File: src/rtl/pipe_ctrl.sv
`default_nettype none
// ============================================================================
// Module   : pipe_ctrl
// Purpose  : Central stall / flush scheduler for the five-stage RV64 pipeline.
//            Each cycle it decides which pipeline registers hold, which load a
//            bubble and whether a control-flow redirect is taken. It merges:
//              - memory wait states (dmem_busy), highest priority
//              - the multi-cycle multiply/divide unit (MDU) occupying EX
//              - the decode-stage load-use bubble (id_bubble)
//              - fetch wait states and wrong-path fetch responses (imem_busy)
//            It sequences the shared MDU with a latency counter, remembers
//            fetch responses that belong to a squashed path (drop_pending)
//            and counts cycles in which fetch is stalled.
//
// Ports    :
//   clk            in   clock, single domain
//   reset          in   asynchronous, active-high
//   id_bubble      in   decode source depends on an in-flight load
//   ex_mdu_start   in   valid MDU instruction currently in EX
//   ex_mdu_div     in   1 = div/rem, 0 = mul (qualifies ex_mdu_start)
//   ex_redirect    in   EX resolves a taken branch / jump
//   imem_busy      in   fetch response not yet available
//   dmem_busy      in   MEM-stage access not complete
//   stall_if/id/ex/mem out  stage register holds
//   kill_if        out  IF/ID loads a bubble
//   bubble_id      out  ID/EX loads a bubble
//   bubble_ex      out  EX/MEM loads a bubble
//   bubble_mem     out  MEM/WB loads a bubble
//   redirect_take  out  fetch PC loads the redirect target this cycle
//   mdu_busy       out  MDU is counting down its latency
//   mdu_done       out  MDU result valid for the EX instruction
//   stall_cycles   out  wrapping count of cycles with stall_if = 1
//
// Revision : 1.0 - initial release
// ============================================================================
module pipe_ctrl #(
   parameter int MUL_LAT = 3,    // EX occupancy of MUL/MULW (>= 2)
   parameter int DIV_LAT = 65,   // EX occupancy of DIV/REM family (>= 2)
   parameter int CNT_W   = 7     // must be able to hold DIV_LAT-1
) (
   input  logic        clk,
   input  logic        reset,
   input  logic        id_bubble,
   input  logic        ex_mdu_start,
   input  logic        ex_mdu_div,
   input  logic        ex_redirect,
   input  logic        imem_busy,
   input  logic        dmem_busy,
   output logic        stall_if,
   output logic        stall_id,
   output logic        stall_ex,
   output logic        stall_mem,
   output logic        kill_if,
   output logic        bubble_id,
   output logic        bubble_ex,
   output logic        bubble_mem,
   output logic        redirect_take,
   output logic        mdu_busy,
   output logic        mdu_done,
   output logic [31:0] stall_cycles
);

   typedef enum logic [1:0] {
      IDLE = 2'd0,
      BUSY = 2'd1,
      DONE = 2'd2
   } mdu_state_t;

   // Counter load values: the cycle in which the instruction is first seen
   // in EX (still IDLE) is one of the LAT stall cycles, so BUSY lasts LAT-1.
   localparam logic [CNT_W-1:0] MUL_CNT = CNT_W'(MUL_LAT - 1);
   localparam logic [CNT_W-1:0] DIV_CNT = CNT_W'(DIV_LAT - 1);
   localparam logic [CNT_W-1:0] CNT_ONE = CNT_W'(1);

   mdu_state_t        state;
   mdu_state_t        state_nxt;
   logic [CNT_W-1:0]  cnt;
   logic [CNT_W-1:0]  cnt_nxt;
   logic              drop_pending;
   logic              drop_nxt;
   logic              ex_hold;
   logic              discard;

   // -------------------------------------------------------------------------
   // MDU state register
   // -------------------------------------------------------------------------
   always_ff @(posedge clk or posedge reset) begin
      if (reset) begin
         state <= IDLE;
         cnt   <= '0;
      end else begin
         state <= state_nxt;
         cnt   <= cnt_nxt;
      end
   end

   // -------------------------------------------------------------------------
   // MDU next-state logic
   // A memory stall freezes the start and the DONE->IDLE hand-off (the EX
   // instruction cannot move on while MEM is blocked), but an operation that
   // is already running keeps counting.
   // -------------------------------------------------------------------------
   always_comb begin
      state_nxt = state;
      cnt_nxt   = cnt;
      mdu_busy  = 1'b0;
      mdu_done  = 1'b0;
      case (state)
         IDLE: begin
            if (ex_mdu_start && !dmem_busy) begin
               state_nxt = BUSY;
               cnt_nxt   = ex_mdu_div ? DIV_CNT : MUL_CNT;
            end
         end
         BUSY: begin
            mdu_busy = 1'b1;
            if (cnt == CNT_ONE) begin
               state_nxt = DONE;
               cnt_nxt   = '0;
            end else begin
               cnt_nxt   = cnt - CNT_ONE;
            end
         end
         DONE: begin
            // ex_mdu_start is still high here for the finishing instruction;
            // it is deliberately ignored so the unit does not restart.
            mdu_done = 1'b1;
            if (!dmem_busy) begin
               state_nxt = IDLE;
            end
         end
         default: begin
            state_nxt = IDLE;
            cnt_nxt   = '0;
         end
      endcase
   end

   // -------------------------------------------------------------------------
   // Stall / bubble / redirect decision
   // -------------------------------------------------------------------------
   always_comb begin
      stall_if      = 1'b0;
      stall_id      = 1'b0;
      stall_ex      = 1'b0;
      stall_mem     = 1'b0;
      kill_if       = 1'b0;
      bubble_id     = 1'b0;
      bubble_ex     = 1'b0;
      bubble_mem    = 1'b0;
      redirect_take = 1'b0;

      ex_hold = ((state == IDLE) && ex_mdu_start) || (state == BUSY);
      // A wrong-path response arriving this cycle: it is thrown away.
      discard = drop_pending && !imem_busy;

      if (dmem_busy) begin
         stall_if   = 1'b1;
         stall_id   = 1'b1;
         stall_ex   = 1'b1;
         stall_mem  = 1'b1;
         bubble_mem = 1'b1;
      end else if (ex_hold) begin
         stall_if   = 1'b1;
         stall_id   = 1'b1;
         stall_ex   = 1'b1;
         bubble_ex  = 1'b1;
      end else if (id_bubble) begin
         stall_if   = 1'b1;
         stall_id   = 1'b1;
         bubble_id  = 1'b1;
      end else if (imem_busy || drop_pending) begin
         // While waiting on a dropped response IF holds; on the cycle the
         // dropped response shows up IF is released so fetch can move on.
         stall_if   = imem_busy;
         kill_if    = 1'b1;
      end

      if (discard) begin
         kill_if = 1'b1;
      end

      // A taken branch can only be acted on once EX itself is free to move;
      // it then squashes the younger IF and ID contents, overriding any
      // load-use hold in decode.
      redirect_take = ex_redirect && !stall_ex;
      if (redirect_take) begin
         kill_if   = 1'b1;
         bubble_id = 1'b1;
         stall_id  = 1'b0;
         stall_if  = 1'b0;
      end
   end

   // -------------------------------------------------------------------------
   // Wrong-path fetch tracking
   // A redirect taken while a fetch is outstanding leaves a response in
   // flight for the old path; it is dropped on arrival. A further redirect
   // during that wait still only leaves one stale response outstanding.
   // -------------------------------------------------------------------------
   always_comb begin
      drop_nxt = drop_pending;
      if (redirect_take && imem_busy) begin
         drop_nxt = 1'b1;
      end else if (!imem_busy) begin
         drop_nxt = 1'b0;
      end
   end

   always_ff @(posedge clk or posedge reset) begin
      if (reset) begin
         drop_pending <= 1'b0;
      end else begin
         drop_pending <= drop_nxt;
      end
   end

   // -------------------------------------------------------------------------
   // Fetch-stall cycle counter (free-running, wraps naturally)
   // -------------------------------------------------------------------------
   always_ff @(posedge clk or posedge reset) begin
      if (reset) begin
         stall_cycles <= 32'd0;
      end else if (stall_if) begin
         stall_cycles <= stall_cycles + 32'd1;
      end
   end

endmodule
`default_nettype wire

File: config.mk
export PLATFORM = sky130hd
export DESIGN_NAME = pipe_ctrl
export DESIGN_NICKNAME = d
export VERILOG_FILES = /design/src/rtl/pipe_ctrl.sv
export SDC_FILE = /design/constraint.sdc
export NUM_CORES = 1
export LEC_CHECK = 0
export BUFFER_PORTS_ARGS = -buffer_cell sky130_fd_sc_hd__buf_2
export CAP_MARGIN = 40
export CELL_PAD_IN_SITES_DETAIL_PLACEMENT = 0
export CELL_PAD_IN_SITES_GLOBAL_PLACEMENT = 1
export CORE_MARGIN = 2
export CORE_UTILIZATION = 37
export DETAILED_ROUTE_END_ITERATION = 16
export PLACE_DENSITY_LB_ADDON = 0.1
export SKIP_LAST_GASP = 1
export SLEW_MARGIN = 10
export SYNTH_ARGS = -nofsm -noshare
export SYNTH_HDL_FRONTEND = slang
export SYNTH_SLANG_ARGS = --single-unit
File: constraint.sdc
create_clock -name clk -period 1.4 [get_ports clk]
set_input_delay 0.07 -clock clk [delete_from_list [all_inputs] [get_ports clk]]
set_output_delay 0.07 -clock clk [all_outputs]
set_load 0.01 [all_outputs]
After elaboration in Yosys (flattened, before gate mapping):

Index checks and enable logic that the tools add are counted.

* add/subtract/negate cells: 2
* equality and inequality tests: 7
* muxes and demuxes: 34
* bitwise operators: 1
* reductions and logical operators: 13

Operators by type and width (number)
* $add A32 B1 Y32 const B: 1
* $mux W1: 26
* $mux W7: 3
* $pmux W7 S3: 1
* $eq A7 B1 Y1 const B: 1
* $sub A7 B1 Y7 const B: 1
* $mux W2: 3
* $ne A2 B2 Y1 const B: 3
* $pmux W2 S3: 1
* $logic_and A1 B1 Y1: 5
* $logic_not A1 Y1: 3
* $reduce_and A3 Y1: 1
* $eq A2 B1 Y1 const B: 1
* $eq A2 B2 Y1 const B: 1
* $logic_not A2 Y1: 1
* $logic_or A1 B1 Y1: 2
* $ne A2 B1 Y1 const B: 1
* $reduce_and A2 Y1: 1
* $not A1 Y1: 1

* register bits after elaboration: 42
* input bits: 8
* word-level logic and storage cells: 61

Logic depth before layout (Yosys ltp):

* word-level depth: 9
* mapped depth: 5

Worst setup path before layout:

OpenSTA, ideal clock, no wires.

* kind: reg2reg
* start: register stall_cycles[0]
* end: register stall_cycles[18]
* library setup time: 0.126 ns
* arrival time: 1.423 ns
* required time: 1.274 ns
* setup slack: -0.149 ns
* cell stages (with the launch flop): 6
* path buffers: 0
* clock period less this slack: 1.549 ns
* cell sequence: dfrtp_1 ha_1 nand3_1 nor4_2 nand4_1 xnor2_1

* word-level cells in the longest chain between the ends: 1

RTL lines
* start, declared: RTL line 60 `output logic [31:0] stall_cycles`
* start signal, assigned: RTL line 225 `stall_cycles <= stall_cycles + 32'd1;`
* $add A32 B1 Y32: RTL line 225

No other way between the ends.
A chain may end at the register's enable or synchronous reset.

Final worst setup path:

* start: register stall_cycles[14]
* end: register stall_cycles[18]

The elaborated chain is that of the path after synthesis.

==> summary.md <==
| Metric | Value |
|---|---|
| Outcome | finished with violations |
| Failing checks | setup timing |
| Required time of the critical path | 1580 ps |
| Vias per cell | 4.73 |
| Worst setup path category | reg -> reg |
| Count leader, synth | dfrtp_1 |
| Die Width | 79.4 um |
| N_diodes | 0 |
| Pleak | 1.55 nW |
| Worst setup endpoint | stall_cycles[18] |
| Dpl cells | 374 |
| Min-delay worst type | in -> reg |
| Storage element area | 0.00106 sq mm |
| Tightest Pin Transition | 359 ps |
| CTS Sinks | 42 |
| Setup violations, final | 24 |
| CTS H-Tree Depth | 2 |
| Slew Viols, Final | 0 |
| R2R cell count | 5 |
| Cts bufs inserted | 5 |
| Antenna violations before repair | 0 |
| Critical path's largest stage delay | 380 ps |
| Critical Path End Type | flip-flop |
| Register area share after synthesis | 50.0% |
| Fin crit period | 1480 ps |
| Layout area overhead | 56.3% |
| Leading area contributor after synthesis | dfrtp_1 |
| Synth warn | 0 |
| Clock Latency Late Sink | 290 ps |
| Share of layout cells above drive strength 1 | 50.5% |
| Worst R2R Setup Slack | -80 ps |
| Layout Skew | 4.31 ps |
| Synth top area share | 50.0% |
| Worst Path Arrival | 1670 ps |
| Cell Pwr Density | 1380 mW/mm^2 |
| Total die area | 0.00630 sq mm |
| Drt wl/cell | 12.8 um |
| Crit path launch | stall_cycles[14] |
| Starting DRT DRC Count | 45 |
| I/O Pins | 51 |
| DRT Wirelength | 4990 um |
| Worst slew margin | 75.9% |
| RSZ-0062 raised after global routing | yes |
| Tcrit/Tclk final | 106% |
| Vias | 1851 |
| Avg Cell Area, Syn | 10.5 sq um |
| Fill cell count | 479 |
| Final #Nets | 329 |
| Count of cell types in the netlist | 39 |
| Final worst slack | -82.4 ps |
| Global-route wire length before repair | 8390 um |
| Post-route insts no fill | 391 |
| Power Total | 4.52 mW |
| ANT nets after route | 0 |
| Clock transition at the registers of the reported paths | 80 ps |
| Port Buffer Count | 50 |
| Largest net degree at the start of global routing | 43 |
| Seq cells post-synth | 42 |
| Core Rows | 27 |
| Post-synth ARST share | 100% |
| Reg2reg start | stall_cycles[14] |
| Count of final hold-check violations | 0 |
| Slowest library cell on the worst path | nor4_4 |
| Drt first pass iters | 4 |
| Syn_nets | 211 |
| Cell breakdown of the critical path | nand4_1, buf_4, nor4_4, nand4_1, xnor2_1 |
| Reg2reg end | stall_cycles[18] |
| GP Congestion | 0.774 |
| DPL Wire Length | 3640 um |
| Global Route Usage Sum | 17.0% |
| CP max FO | 4 |
| Top post-synthesis cells by area | dfrtp_1, xnor2_1, nand4_1, nand3_1, xor2_1 |
| Post-synth EDFFs | 0 |
| Initial Utilization | 38.2% |
| Core area | 0.00551 sq mm |
| Dominant synthesized flop cell | dfrtp_1 |
| Synthesized area | 0.00210 sq mm |
| Die H | 79.4 um |
| DRC violations left | 0 |
| Crit path top cell by count | nand4_1 |
| FMAX | 675 MHz |
| Gr ovfl total | 0 |
| Crit start category | flip-flop |
| CTS tree | built |
| Vias in the first global route | 1770 |
| Clock tree buffer depth | 2 |
| Synth top cells by count | dfrtp_1, xnor2_1, nand3_1, nor2_1, nand4_1 |
| Peak supply drop | 1150 uV |
| Maxcap violations | 0 |
| Syn Inst Count | 200 |
| Footprint of the multi-input gates | 0.00121 sq mm |
| Root buf cell | clkbuf_8 |
==> power breakdown <==
group          leakage [nW]  switching [mW]  internal (mW)
Clock                0.0455           0.399          0.402
Combinational         0.951            1.02           1.07
Sequential            0.552           0.191           1.44
Total                  1.55            1.61           2.92
==> metal layers <==
metal	wire, um	up-vias	global-route usage [%]	part of all wire [%]
met2	2220	27	25.7	45
met5	0	-	0	0
met4	58	0	4.66	1.2
li1	-	952	-	-
met1	2550	866	24.6	51
met3	152	6	3.73	3.0
==> layout by cell type (no fill, tap or decap), types with 3 or more instances in the layout <==
master,n
buf_4,49
buf_2,49
dfrtp_1,36
xnor2_1,28
nand4_1,14
buf_6,14
nor2_1,12
nand2_1,8
inv_1,8
nand3_2,8
xor2_1,7
nand3_1,7
clkbuf_8,6
dfrtp_2,6
nor2_2,4
o21ai_0,3
nand3_4,3
a31oi_4,3
o211ai_1,3
nor3_1,3
and2_1,3
==> through the flow <==
| step | setup TNS (ps) | setup WS (ps) | instance area, sq um | hold slack (ps) | util, % |
|---|---|---|---|---|---|
| after floorplan | -1000 | -115 | 2180 | 191 | - |
| after global placement | -548 | -77.1 | 2930 | 151 | 53.2 |
| after detailed placement | -1910 | -122 | 2930 | 157 | 53.2 |
| after CTS | -998 | -87.8 | 3110 | 101 | 56.5 |
| after global routing | -3330 | -183 | 3290 | 130 | 59.7 |
| final | -580 | -82.4 | 3290 | 107 | 59.7 |
==> critical path, delay by kind of cell, from the launching register on <==
| kind | cells | cell delay, ps |
|---|---|---|
| buf+inv | 1 | 180 |
| xor+xnor | 1 | 140 |
| simple gates | 3 | 690 |
| flops | 1 | 360 |
==> cell type report <==
class	count	area share, %
Inverter	10	1.14
Multi-Input combinational cell	145	36.8
Sequential cell	42	32.2
Clock buffer	8	2.74
Tap cell	72	2.74
Timing Repair Buffer	114	24.4
==> kinds of logic after synthesis <==
group	after synthesis	synth area share [%]
AND/OR/NAND/NOR	82	21.8
flip-flops	42	50.0
XOR/XNOR	35	14.6
AO/OA/AOI/OAI	21	7.44
buffers and inverters	14	2.91
multiplexers	3	1.49
adder cells (fa/ha/maj)	3	1.78
==> how the worst min path moves through the flow <==
| stage | start | to | slack [ps] | cells after the start |
|---|---|---|---|---|
| 6_report | ex_mdu_div | cnt[6] | 110 | 3 |
| 5_1_grt | imem_busy | drop_pending | 130 | 3 |
| 4_1_cts | ex_mdu_div | cnt[6] | 100 | 3 |
| 3_5_place_dp | reset | stall_cycles[15] | 160 | 3 |
| 3_3_place_gp | reset | stall_cycles[15] | 150 | 3 |
| 2_1_floorplan | dmem_busy | bubble_ex | 190 | 1 |
==> registers in the layout, indices dropped and copies added (netlist names) <==
signal        count
state             2
stall_cycles     32
cnt               7
drop_pending      1
==> what timing repair did <==
item | 4_1_cts | 5_1_grt
setup endpoints to repair | 27 | 38
buffers inserted | 2 | 4
gates cloned | 1 | 1
hold buffers | 1 | 0
pin swaps | 14 | 22
endpoints found under the hold margin | 42 | 0
gates resized for setup | 13 | 32
No activity file was read; power rests on OpenSTA's default activity.
